## config.mk

```make
export PLATFORM = sky130hd
export DESIGN_NAME = instr_fetch
export DESIGN_NICKNAME = d
export VERILOG_FILES = /design/src/rtl/instr_fetch_pkg.sv /design/src/rtl/instr_fetch_buffer.sv /design/src/rtl/instr_fetch.sv
export SDC_FILE = /design/constraint.sdc
export NUM_CORES = 1
export LEC_CHECK = 0
export BUFFER_PORTS_ARGS = -buffer_cell sky130_fd_sc_hd__buf_4
export CORE_MARGIN = 2
export CORE_UTILIZATION = 56
export CTS_BUF_LIST = sky130_fd_sc_hd__clkbuf_16
export CTS_CLUSTER_DIAMETER = 40
export DETAILED_ROUTE_END_ITERATION = 10
export PLACE_DENSITY_LB_ADDON = 0.08
export SLEW_MARGIN = 20
export SYNTH_ARGS = -nofsm -noshare
export SYNTH_HDL_FRONTEND = slang
export SYNTH_HIERARCHICAL = 1
export SYNTH_SLANG_ARGS = --single-unit
```

## constraint.sdc

```tcl
create_clock -name clk -period 5.7 [get_ports clk]
set_input_delay 1.425 -clock clk [delete_from_list [all_inputs] [get_ports clk]]
set_output_delay 1.425 -clock clk [all_outputs]
set_load 0.1 [all_outputs]
```

## src/rtl/instr_fetch_pkg.sv

```systemverilog
// Shared constants and types for the instruction fetch unit.
// The fetch buffer stores {pc, instr} pairs as a single packed entry.
package instr_fetch_pkg;

  localparam logic [31:0] IMEM_BASE       = 32'h0100_0000;
  localparam logic [31:0] NOP_INSTR       = 32'h0000_0013;
  localparam int          FETCH_BUF_DEPTH = 2;

  typedef struct packed {
    logic [31:0] pc;
    logic [31:0] instr;
  } fetch_entry_t;

  // Clearing the low bits with a mask keeps every input bit referenced.
  function automatic logic [31:0] word_align(input logic [31:0] a);
    return a & 32'hFFFF_FFFC;
  endfunction

endpackage

```

## src/rtl/instr_fetch_buffer.sv

```systemverilog
// Two-entry FIFO of {pc, instr} pairs between fetch and decode.
// ent0 is always the head, so decode outputs come straight from a register.
module fetch_buffer
  import instr_fetch_pkg::*;
(
  input  logic         clk,
  input  logic         rst,
  input  logic         push,
  input  fetch_entry_t push_entry,
  input  logic         pop,
  input  logic         flush,
  output logic [1:0]   count,
  output fetch_entry_t head
);

  fetch_entry_t ent0, ent1;
  logic [1:0]   cnt;

  always_ff @(posedge clk) begin
    if (rst) begin
      cnt  <= 2'd0;
      ent0 <= '0;
      ent1 <= '0;
    end else if (flush) begin
      cnt <= 2'd0;
    end else begin
      case ({push, pop})
        2'b10: begin
          if (cnt == 2'd0) ent0 <= push_entry;
          else             ent1 <= push_entry;
          cnt <= cnt + 2'd1;
        end
        2'b01: begin
          ent0 <= ent1;
          cnt  <= cnt - 2'd1;
        end
        2'b11: begin
          // Simultaneous push/pop: the new entry lands behind whatever remains.
          if (cnt == 2'd2) begin
            ent0 <= ent1;
            ent1 <= push_entry;
          end else begin
            ent0 <= push_entry;
          end
        end
        default: ;
      endcase
    end
  end

  assign count = cnt;
  assign head  = ent0;

endmodule

```

## src/rtl/instr_fetch.sv

```systemverilog
// Instruction fetch: PC generation, one-deep read tracking against a
// 1-cycle ROM, redirect flush, and a 2-entry buffer feeding decode.
module instr_fetch
  import instr_fetch_pkg::*;
#(
  parameter logic [31:0] RESET_PC = IMEM_BASE
) (
  input  logic        clk,
  input  logic        rst,
  output logic        imem_rd,
  output logic [31:0] imem_addr,
  input  logic [31:0] imem_instr,
  input  logic        redirect_valid,
  input  logic [31:0] redirect_pc,
  output logic        out_valid,
  input  logic        out_ready,
  output logic [31:0] out_instr,
  output logic [31:0] out_pc
);

  logic [31:0]  fetch_pc;
  logic         inflight;
  logic [31:0]  inflight_pc;
  logic         kill;
  logic [1:0]   count;
  fetch_entry_t head;
  fetch_entry_t rsp;
  logic         pop;
  logic         push;
  logic         issue;
  logic [2:0]   occ;

  assign out_valid = (count != 2'd0);
  assign pop       = out_valid && out_ready;

  // Credit: buffered + in-flight after this cycle's pop must leave a free slot.
  assign occ   = {1'b0, count} + {2'b00, inflight} - {2'b00, pop};
  assign issue = !rst && !redirect_valid && (occ < 3'(FETCH_BUF_DEPTH));

  assign imem_rd   = issue;
  assign imem_addr = fetch_pc;

  assign push      = inflight && !kill && !redirect_valid;
  assign rsp.pc    = inflight_pc;
  assign rsp.instr = imem_instr;

  always_ff @(posedge clk) begin
    if (rst) begin
      fetch_pc    <= RESET_PC;
      inflight    <= 1'b0;
      inflight_pc <= 32'd0;
      kill        <= 1'b0;
    end else if (redirect_valid) begin
      fetch_pc <= word_align(redirect_pc);
      inflight <= 1'b0;
      kill     <= inflight;
    end else begin
      kill     <= 1'b0;
      inflight <= issue;
      if (issue) begin
        fetch_pc    <= fetch_pc + 32'd4;
        inflight_pc <= fetch_pc;
      end
    end
  end

  fetch_buffer u_buf (
    .clk        (clk),
    .rst        (rst),
    .push       (push),
    .push_entry (rsp),
    .pop        (pop && !redirect_valid),
    .flush      (redirect_valid),
    .count      (count),
    .head       (head)
  );

  assign out_pc    = head.pc;
  assign out_instr = head.instr;

endmodule

```

==> reports/qor.yml, run 1 <==
outcome:
  status: "finished, final reports clean"
placement:
  io_buffers: 161
  place.detailed.hpwl_um: 13800
  dpl-instance-area_sq_um: 9850
  gp_congestion: 0.862
global_routing:
  grt_start_max_net_pins: 122
  grt_pass1_wl_um: 38500
  grt_pass1_vias: 7733
  grt_usage_pct: 28.3
  grt_overflow: 0
  antenna_found_initial: 0
cts:
  cts_buffer_depth: 2
  cts_made_buffers: 17
  htree_levels: 4
  postCtsSetupBuffers: 0
  root_buffer: "clkbuf_16"
  cts_hold_buf: 0
  clk_latency_ns: 0.43
  cts_tree: "built"
  path_clk_slew_ns: 0.06
  cts_resized: 0
  cts.sink_count: 192
setup_path:
  rr_startpoint: "u_buf/count[0]"
  path_class: "input pin to output port"
  r2r.worst_path.cells: 12
  regToRegEndpoint: "imem_addr[17]"
  r2r_setup_slack_ns: 2.13
  cp.arrival_ns: 3.34
  start_kind: "input pin"
  crit_path_end_kind: "output port"
  crit_path_max_fanout: 11
  cp.required_ns: 4.28
synth:
  netlist_top_cells_area: "dfxtp_1, a21oi_1, nand3_1, a311oi_1, o21ai_0"
  syn-cell-area_sq_um: 8740
  synth-warning-count: 6
  yosys-top-cells-count: "dfxtp_1, a21oi_1, nand3_1"
  ys.flop_type: "dfxtp_1"
  syn-mean-instance-area_sq_um: 8.25
  synth_edf_count: 0
  async_reset_ff_share_pct: 0
  yosysTopAreaCellShare_pct: 44.0
  synth.most_common_cell: "dfxtp_1"
  postSynthCellCount: 1060
  yosysTopAreaCell: "dfxtp_1"
  yosysSeqAreaShare_pct: 44.0
  synth_seq_cells: 192
  synth_cell_type_count: 59
route:
  routed_wirelength_um: 23600
  drtIter0Drc: 794
  drt.antenna.violating_nets: 0
  viasPerCell: 6.09
  firstDrtPassIters: 5
  dr_wl_met2_um: 11200
  drt-met1-wl_um: 10300
  wl_per_cell_um: 17.2
  vias: 8365
  dr_wl_met3_um: 1720
  top_layer: "met4"
  drc: 0
hold_path:
  hold_depth: 2
  holdPathEnd: "kill"
  hp-start: "inflight"
  holdCritPathClass: "register to register"
sta:
  period_minus_slack_ns: 4.76
  finClkSkew_ns: 0.00887
  clock.fmax_ghz: 0.210
  fin_setup_tns_ns: 0
  max_slew_margin_pct: 38.7
  final-setup-viol-count: 0
  finalHoldViolations: 0
  slew_viol_final: 0
  period_share_pct: 83.5
  rsz0062_at_grt: "no"
  worst_pin_slew_ns: 0.919
die:
  die_x_um: 129
  die-height_um: 129
  pin_count: 166
  rows: 45
  coreArea_sq_um: 15300
  die_area_sq_um: 16600
  start_util_pct: 57.3
final_layout:
  n_fill_cell: 1332
  fin_nets: 1225
  n_antenna_cell: 0
  final_cell_area_sq_um: 10400
  drive_above_1_share_pct: 19.8
  area_growth_pct: 18.5
run:
  cap_violations: 0
pwr:
  pwr_density_cell_nw_per_um2: 290
  peakVddDrop_v: 0.000223
  power.total_w: 0.00300
  p_leak_nw: 3.70
sequential cells by signal (all words and copies together) (netlist names):
signal,cells
imem_addr,30
inflight,1
inflight_pc,30
kill,1
u_buf/count,2
u_buf/ent1,64
u_buf/head,64
layer usage:
metal | track usage (%) | up-vias
li1 | - | 4061
met1 | 39.1 | 3911
met2 | 44.9 | 359
met3 | 5.07 | 34
met4 | 9.78 | 0
met5 | 0 | -
cells by family after synthesis:
| group | after synthesis | share of synthesized area [%] |
|---|---|---|
| AOI/OAI and AO/OA | 394 | 26.8 |
| xor gates and xnor gates | 21 | 2.10 |
| adders and majority gates | 7 | 1.09 |
| buffers and inverters | 128 | 7.33 |
| DFF | 192 | 44.0 |
| muxes | 10 | 1.19 |
| other | 1 | 0.0429 |
| and+or+nand+nor | 307 | 17.5 |
cell usage in the layout (no fill, tap or decap), types with 13 or more instances in the layout:
master | netlist | final
dfxtp_1 | 192 | 192
buf_4 | 17 | 180
a21oi_1 | 167 | 167
nand3_1 | 140 | 140
o21ai_0 | 101 | 101
nand2_1 | 81 | 81
a311oi_1 | 58 | 58
o21ai_1 | 34 | 33
nor2_1 | 21 | 20
xnor2_1 | 18 | 18
inv_1 | 12 | 17
clkbuf_16 | 0 | 17
nor4_1 | 13 | 13
critical path: stages:
cell and delay (ns):
buf_4 0.11, and2_1 0.13, ha_1 0.26, nand2b_1 0.15
fa_1 0.38, xnor2_1 0.15, buf_4 0.21, nand3_1 0.12
inv_1 0.10, buf_4 0.29
how the worst max path moves through the flow:
stage          startpoint  slack, ns  cells after the start  endpoint
2_1_floorplan   out_ready       0.07                      9   imem_rd
3_3_place_gp    out_ready       0.97                     10   imem_rd
3_5_place_dp    out_ready       0.94                     10   imem_rd
4_1_cts         out_ready       0.92                     10   imem_rd
5_1_grt         out_ready       0.80                     10   imem_rd
6_report        out_ready       0.94                     10   imem_rd
metrics by stage:
| step | hold slack [ns] | std cells | util [%] | setup slack, ns |
|---|---|---|---|---|
| floorplan | 0.428 | 1065 | - | 0.0693 |
| global placement | 0.450 | 1342 | 64.6 | 0.966 |
| detailed placement | 0.445 | 1342 | 64.6 | 0.938 |
| CTS | 0.456 | 1373 | 67.9 | 0.923 |
| global route | 0.481 | 1373 | 67.9 | 0.796 |
| finish | 0.453 | 1373 | 67.9 | 0.939 |
power breakdown:
group	switching, W	internal [W]	leakage (nW)
clock network	0.000484	0.000583	0.272
registers	0.0000436	0.00138	1.56
logic	0.000381	0.000127	1.87
cell type report:
type / instances / area, sq um / share of cell area (%)
Clock inverter: 14 / 87.6 / 0.845
Multi-Input combinational cell: 745 / 4310 / 41.6
Clock buffer: 17 / 425 / 4.11
Sequential cell: 192 / 3840 / 37.1
Inverter: 12 / 45.0 / 0.435
Timing Repair Buffer: 182 / 1380 / 13.3
Tap cell: 211 / 264 / 2.55
Note: power is estimated with default switching activity, not from simulation.
==> run 2, diff against run 1 <==
Settings changed: CORE_UTILIZATION 56 to 50.
Clock period 5.7 ns to 4.2 ns, I/O delays scaled along.
==> reports/qor.yml, run 2 (synthesized netlist as in run 1, its figures left out) <==
placement:
  pre_cts_ws_ns: 0.310  # was 0.938 ns
  io_buffers: 161  # unchanged
  gp_congestion: 0.826  # was 0.862
  dpl.cell_count: 1361  # was 1342
  place.detailed.hpwl_um: 14700  # was 13800 um
final_layout:
  n_antenna_cell: 0  # unchanged
  drive_above_1_share_pct: 20.8  # was 19.8%
  area_growth_pct: 20.3  # was 18.5%
  layout_common_cells: "dfxtp_1, buf_4, a21oi_1"  # unchanged
  instances_no_fill: 1393  # was 1373
  layout_commonest_cell: "dfxtp_1"  # unchanged
  fin_nets: 1230  # was 1225
sta:
  worst_pin_slew_ns: 0.847  # was 0.919 ns
  slew_viol_final: 0  # unchanged
  max_slew_margin_pct: 43.5  # was 38.7%
  period_share_pct: 93.2
  worst_slack_ns: 0.287  # was 0.939 ns
  rsz0062_at_grt: "no"  # unchanged
  final-setup-viol-count: 0  # unchanged
  period_minus_slack_ns: 3.91
  finalHoldViolations: 0  # unchanged
  clock.fmax_ghz: 0.256
  finClkSkew_ns: 0.00750  # was 0.00887 ns
  fin_setup_tns_ns: 0  # unchanged
cts:
  htree_levels: 4  # unchanged
  clk_latency_ns: 0.43  # about the same
  cts_hold_buf: 0  # unchanged
  postCtsSetupBuffers: 0  # unchanged
  root_buffer: "clkbuf_16"  # unchanged
  cts_buffer_depth: 2  # unchanged
  cts_tree: "built"  # unchanged
  cts.sink_count: 192  # unchanged
  path_clk_slew_ns: 0.06  # about the same
  cts_resized: 0  # unchanged
  cts_made_buffers: 17  # unchanged
die:
  coreArea_sq_um: 17200  # was 15300 sq um
  rows: 48  # was 45
  die_x_um: 136  # was 129 um
  pin_count: 166  # unchanged
  start_util_pct: 50.9  # was 57.3%
  die_area_sq_um: 18600  # was 16600 sq um
  die-height_um: 136  # was 129 um
global_routing:
  grt_overflow: 0  # unchanged
  antenna_found_initial: 0  # unchanged
  grt_start_max_net_pins: 79  # was 122
  grt_usage_pct: 26.2  # was 28.3%
  grt_pass1_vias: 7450  # was 7733
  grt_pass1_wl_um: 39200  # was 38500 um
setup_path:
  cp.required_ns: 3.15  # was 4.28 ns
  crit_path_end_kind: "output port"  # unchanged
  cp.arrival_ns: 2.86  # was 3.34 ns
  start_kind: "register"  # was input pin
  crit_path_max_fanout: 11  # unchanged
  path_class: "register to output port"  # was input pin to output port
pwr:
  seqPwrFrac_pct: 46.7  # was 47.5%
  p_sw_share_pct: 30.9  # was 30.3%
  power_frac_comb_pct: 16.8  # was 16.9%
  pwr_density_cell_nw_per_um2: 394  # was 290 nW/um^2
  intPower_w: 0.00287  # was 0.00209 W
  power.total_w: 0.00415  # was 0.00300 W
  p_leak_nw: 3.73  # was 3.70 nW
  p_switching_w: 0.00128  # was 0.000908 W
  peakVddDrop_v: 0.000309  # was 0.000223 V
  power_frac_clock_pct: 36.6  # was 35.6%
run:
  cap_violations: 0  # unchanged
route:
  drt.antenna.violating_nets: 0  # unchanged
  wl_per_cell_um: 17.7  # was 17.2 um
  routed_wirelength_um: 24600  # was 23600 um
  firstDrtPassIters: 5  # unchanged
  viasPerCell: 6.02  # was 6.09
  drc: 0  # unchanged
  vias: 8379  # was 8365
  drtIter0Drc: 815  # was 794
hold_path:
  holdCritPathClass: "register to register"  # unchanged
outcome:
  status: "finished, final reports clean"  # unchanged
[run 2: power by group through the flow]
| stage | sequential (W) | combinational, W | clock (W) |
|---|---|---|---|
| 3_3_place_gp | 0.00198 | 0.000693 | 0 |
| 3_5_place_dp | 0.00198 | 0.000697 | 0 |
| 6_report | 0.00194 | 0.000696 | 0.00152 |
| 2_1_floorplan | 0.00228 | 0.000210 | 0 |
| 5_1_grt | 0.00194 | 0.000734 | 0.00161 |
| 4_1_cts | 0.00194 | 0.000697 | 0.00154 |
[run 2: cell type report]
cell class	count	area, sq um
fill	1634	6660
multi-input combinational	745	4320
sequential	192	3840
timing repair buffer	187	1480
clock buffer	17	425
tap	225	282
clock inverter	15	123
inverter	12	45.0
[run 2: critical path: stages, from the launching register on]
cell      delay (ns)
dfxtp_1         0.30
buf_4           0.18
or2_4           0.26
and2_1          0.16
ha_1            0.25
nand2b_1        0.16
fa_1            0.39
xnor2_1         0.20
nand3_1         0.15
inv_1           0.10
buf_4           0.29
[run 2: path summary, 6_finish.rpt]
| check | end | slack [ns] | from | cells after the start |
|---|---|---|---|---|
| min reg2reg | kill | 0.47 | inflight | 2 |
| max | imem_rd | 0.29 | u_buf/count[0] | 10 |
| min | kill | 0.47 | inflight | 2 |
| max reg2reg | imem_addr[24] | 0.82 | u_buf/count[0] | 12 |
[run 2: metal layers]
metal  GRT usage [%]  wire (um)  vias to the layer above
met1            37.2      10900                     3949
met4            8.56        430                        0
met5               0          0                        -
met3            4.14       1740                       32
met2            40.6      11500                      323
li1                -          -                     4075
[run 2: per-stage QoR]
step / instance area (sq um) / utilization, % / hold WS [ns]
after floorplan: 8770 / - / 0.428
after global placement: 9970 / 58.0 / 0.447
after detailed placement: 9970 / 58.0 / 0.453
after CTS: 10500 / 61.2 / 0.464
after global routing: 10500 / 61.2 / 0.488
final: 10500 / 61.2 / 0.468
==> run 3, diff against run 2 <==
Settings changed: ABC_AREA set to 1, CORE_UTILIZATION 50 to 51.
==> reports/qor.yml, run 3 <==
final_layout:
  seqCellArea_sq_um: 3840  # unchanged
  n_fill_cell: 1828  # was 1634
  final_cell_area_sq_um: 11600  # was 10500 sq um
  fin_nets: 1685  # was 1230
  area_growth_pct: 18.2  # was 20.3%
  drive_above_1_share_pct: 14.7  # was 20.8%
  multiInputGateArea_sq_um: 4480  # was 4320 sq um
  n_antenna_cell: 0  # unchanged
  layout_commonest_cell: "nand2_1"  # was dfxtp_1
  layout_common_cells: "nand2_1, inv_1, nand3_1"  # was dfxtp_1, buf_4, a21oi_1
  instances_no_fill: 1856  # was 1393
sta:
  finClkSkew_ns: 0.00929  # was 0.00750 ns
  period_minus_slack_ns: 3.98  # was 3.91 ns
  final-setup-viol-count: 0  # unchanged
  clock.fmax_ghz: 0.251  # was 0.256 GHz
  whs_ns: 0.450  # was 0.468 ns
  slew_viol_final: 0  # unchanged
  fin_setup_tns_ns: 0  # unchanged
  max_slew_margin_pct: 43.1  # was 43.5%
  rsz0062_at_grt: "no"  # unchanged
  finalHoldViolations: 0  # unchanged
  worst_pin_slew_ns: 0.854  # was 0.847 ns
  period_share_pct: 94.7  # was 93.2%
setup_path:
  r2r.worst_path.cells: 16  # was 12
  path_class: "input pin to output port"  # was register to output port
  rr_startpoint: "u_buf/count[1]"  # was u_buf/count[0]
  regToRegEndpoint: "imem_addr[22]"  # was imem_addr[24]
  crit_path_max_fanout: 2  # was 11
  start_kind: "input pin"  # was register
  cp.arrival_ns: 2.93  # was 2.86 ns
  cp.required_ns: 3.15  # about the same
  crit_path_end_kind: "output port"  # unchanged
  r2r_setup_slack_ns: 1.03  # was 0.82 ns
pwr:
  p_leak_nw: 5.33  # was 3.73 nW
  pwr_density_cell_nw_per_um2: 384  # was 394 nW/um^2
  peakVddDrop_v: 0.000297  # was 0.000309 V
  seqPwrFrac_pct: 44.0  # was 46.7%
  power_frac_clock_pct: 38.5  # was 36.6%
  power_frac_comb_pct: 17.6  # was 16.8%
  p_switching_w: 0.00136  # was 0.00128 W
  p_sw_share_pct: 30.6  # was 30.9%
  intPower_w: 0.00308  # was 0.00287 W
global_routing:
  antenna_found_initial: 0  # unchanged
  grt_usage_pct: 24.8  # was 26.2%
  grt_pass1_wl_um: 41200  # was 39200 um
  grt_overflow: 0  # unchanged
  grt_start_max_net_pins: 87  # was 79
  grt_pass1_vias: 8380  # was 7450
hold_path:
  hold_depth: 2  # unchanged
  holdPathEnd: "kill"  # unchanged
  hp-start: "inflight"  # unchanged
  holdCritPathClass: "register to register"  # unchanged
synth:
  async_reset_ff_share_pct: 0  # unchanged
  yosysTopAreaCellShare_pct: 39.3  # was 44.0%
  synth.most_common_cell: "nand2_1"  # was dfxtp_1
  synth_edf_count: 0  # unchanged
  syn-mean-instance-area_sq_um: 6.50  # was 8.25 sq um
  yosys-top-cells-count: "nand2_1, inv_1, nand3_1"  # was dfxtp_1, a21oi_1, nand3_1
  postSynthCellCount: 1506  # was 1060
  yosysSeqAreaShare_pct: 39.3  # was 44.0%
  synth_cell_type_count: 37  # was 59
  ys.flop_type: "dfxtp_1"  # unchanged
  syn-cell-area_sq_um: 9780  # was 8740 sq um
  synth-warning-count: 6  # unchanged
  netlist_top_cells_area: "dfxtp_1, nand2_1, nand3_1, inv_1, a21oi_1"  # was dfxtp_1, a21oi_1, nand3_1, a311oi_1, o21ai_0
  synth_seq_cells: 192  # unchanged
  yosysTopAreaCell: "dfxtp_1"  # unchanged
die:
  die_x_um: 143  # was 136 um
  rows: 50  # was 48
  die-height_um: 143  # was 136 um
  pin_count: 166  # unchanged
  die_area_sq_um: 20300  # was 18600 sq um
  start_util_pct: 52.1  # was 50.9%
  coreArea_sq_um: 18800  # was 17200 sq um
cts:
  htree_levels: 4  # unchanged
  cts.sink_count: 192  # unchanged
  path_clk_slew_ns: 0.06  # about the same
  cts_made_buffers: 17  # unchanged
  cts_hold_buf: 0  # unchanged
  postCtsSetupBuffers: 0  # unchanged
  cts_resized: 0  # unchanged
  clk_latency_ns: 0.43  # about the same
  cts_buffer_depth: 2  # unchanged
  cts_tree: "built"  # unchanged
  root_buffer: "clkbuf_16"  # unchanged
route:
  drc: 0  # unchanged
  firstDrtPassIters: 5  # unchanged
  viasPerCell: 5.10  # was 6.02
  drtIter0Drc: 559  # was 815
  drt.antenna.violating_nets: 0  # unchanged
  wl_per_cell_um: 13.5  # was 17.7 um
  routed_wirelength_um: 25000  # was 24600 um
  vias: 9464  # was 8379
placement:
  place.detailed.hpwl_um: 15700  # was 14700 um
  gp_congestion: 0.843  # was 0.826
  io_buffers: 161  # unchanged
  dpl.cell_count: 1825  # was 1361
  dpl-instance-area_sq_um: 11000  # was 9970 sq um
outcome:
  status: "finished, final reports clean"  # unchanged
run:
  cap_violations: 0  # unchanged
-- run 3: cell count changes after synthesis, sizes merged, moves of 23 or more --
cell / delta
buf: +23
nand3: +80
nor2: +128
a311oi: -64
nand2: +256
clkbuf: -42
inv: +245
o21ai: -95
-- run 3: critical path, cell delays in order --
cell,delay (ns)
buf_4,0.12
nand2_1,0.07
inv_1,0.04
ha_1,0.25
or2_2,0.30
fa_1,0.48
inv_1,0.06
nor2_4,0.12
nand2_4,0.07
inv_4,0.08
buf_4,0.28
-- run 3: final cells by class --
class                      count  share of cell area [%]
clock buffer                  17                    3.68
clock inverter                14                    1.63
inverter                     258                    8.42
multi-input combinational    964                    38.7
sequential                   192                    33.2
tap                          234                    2.53
timing repair buffer         177                    11.8
-- run 3: cells by family after synthesis --
group,after synthesis,synth area share [%]
adders and majority gates,7,0.972
DFF,192,39.3
xor gates and xnor gates,8,0.716
AOI/OAI and AO/OA,219,11.6
and+or+nand+nor,724,31.9
buffers and inverters,355,15.4
other,1,0.0383
-- run 3: worst max-delay path by stage --
stage | from | slack (ns) | endpoint | cells past startpoint
after CTS | out_ready | 0.20 | imem_rd | 11
after floorplan | out_ready | 0.16 | imem_rd | 11
after detailed placement | out_ready | 0.21 | imem_rd | 11
after global routing | u_buf/count[1] | 0.09 | imem_rd | 11
after global placement | out_ready | 0.20 | imem_rd | 11
final | out_ready | 0.22 | imem_rd | 11
-- run 3: through the flow --
stage	power [W]	setup slack (ns)	util, %
finish	0.00444	0.221	61.6
global route	0.00461	0.0910	61.6
CTS	0.00447	0.203	61.6
detailed placement	0.00277	0.210	58.4
global placement	0.00276	0.204	58.4
floorplan	0.00258	0.158	-
-- run 3: layer usage --
layer | GRT usage, % | wire, um | part of all wire, % | vias to the layer above
li1 | - | - | - | 4902
met1 | 34.7 | 11900 | 48 | 4228
met2 | 40.0 | 11200 | 45 | 307
met3 | 4.24 | 1490 | 6.0 | 27
met4 | 6.04 | 343 | 1.4 | 0
met5 | 0 | 0 | 0 | -
-- run 3: power by group through the flow --
stage / clock [W] / combinational (W) / sequential, W
detailed placement: 0 / 0.000779 / 0.00199
global placement: 0 / 0.000772 / 0.00199
CTS: 0.00174 / 0.000782 / 0.00195
floorplan: 0 / 0.000290 / 0.00229
global route: 0.00181 / 0.000838 / 0.00196
finish: 0.00171 / 0.000780 / 0.00195
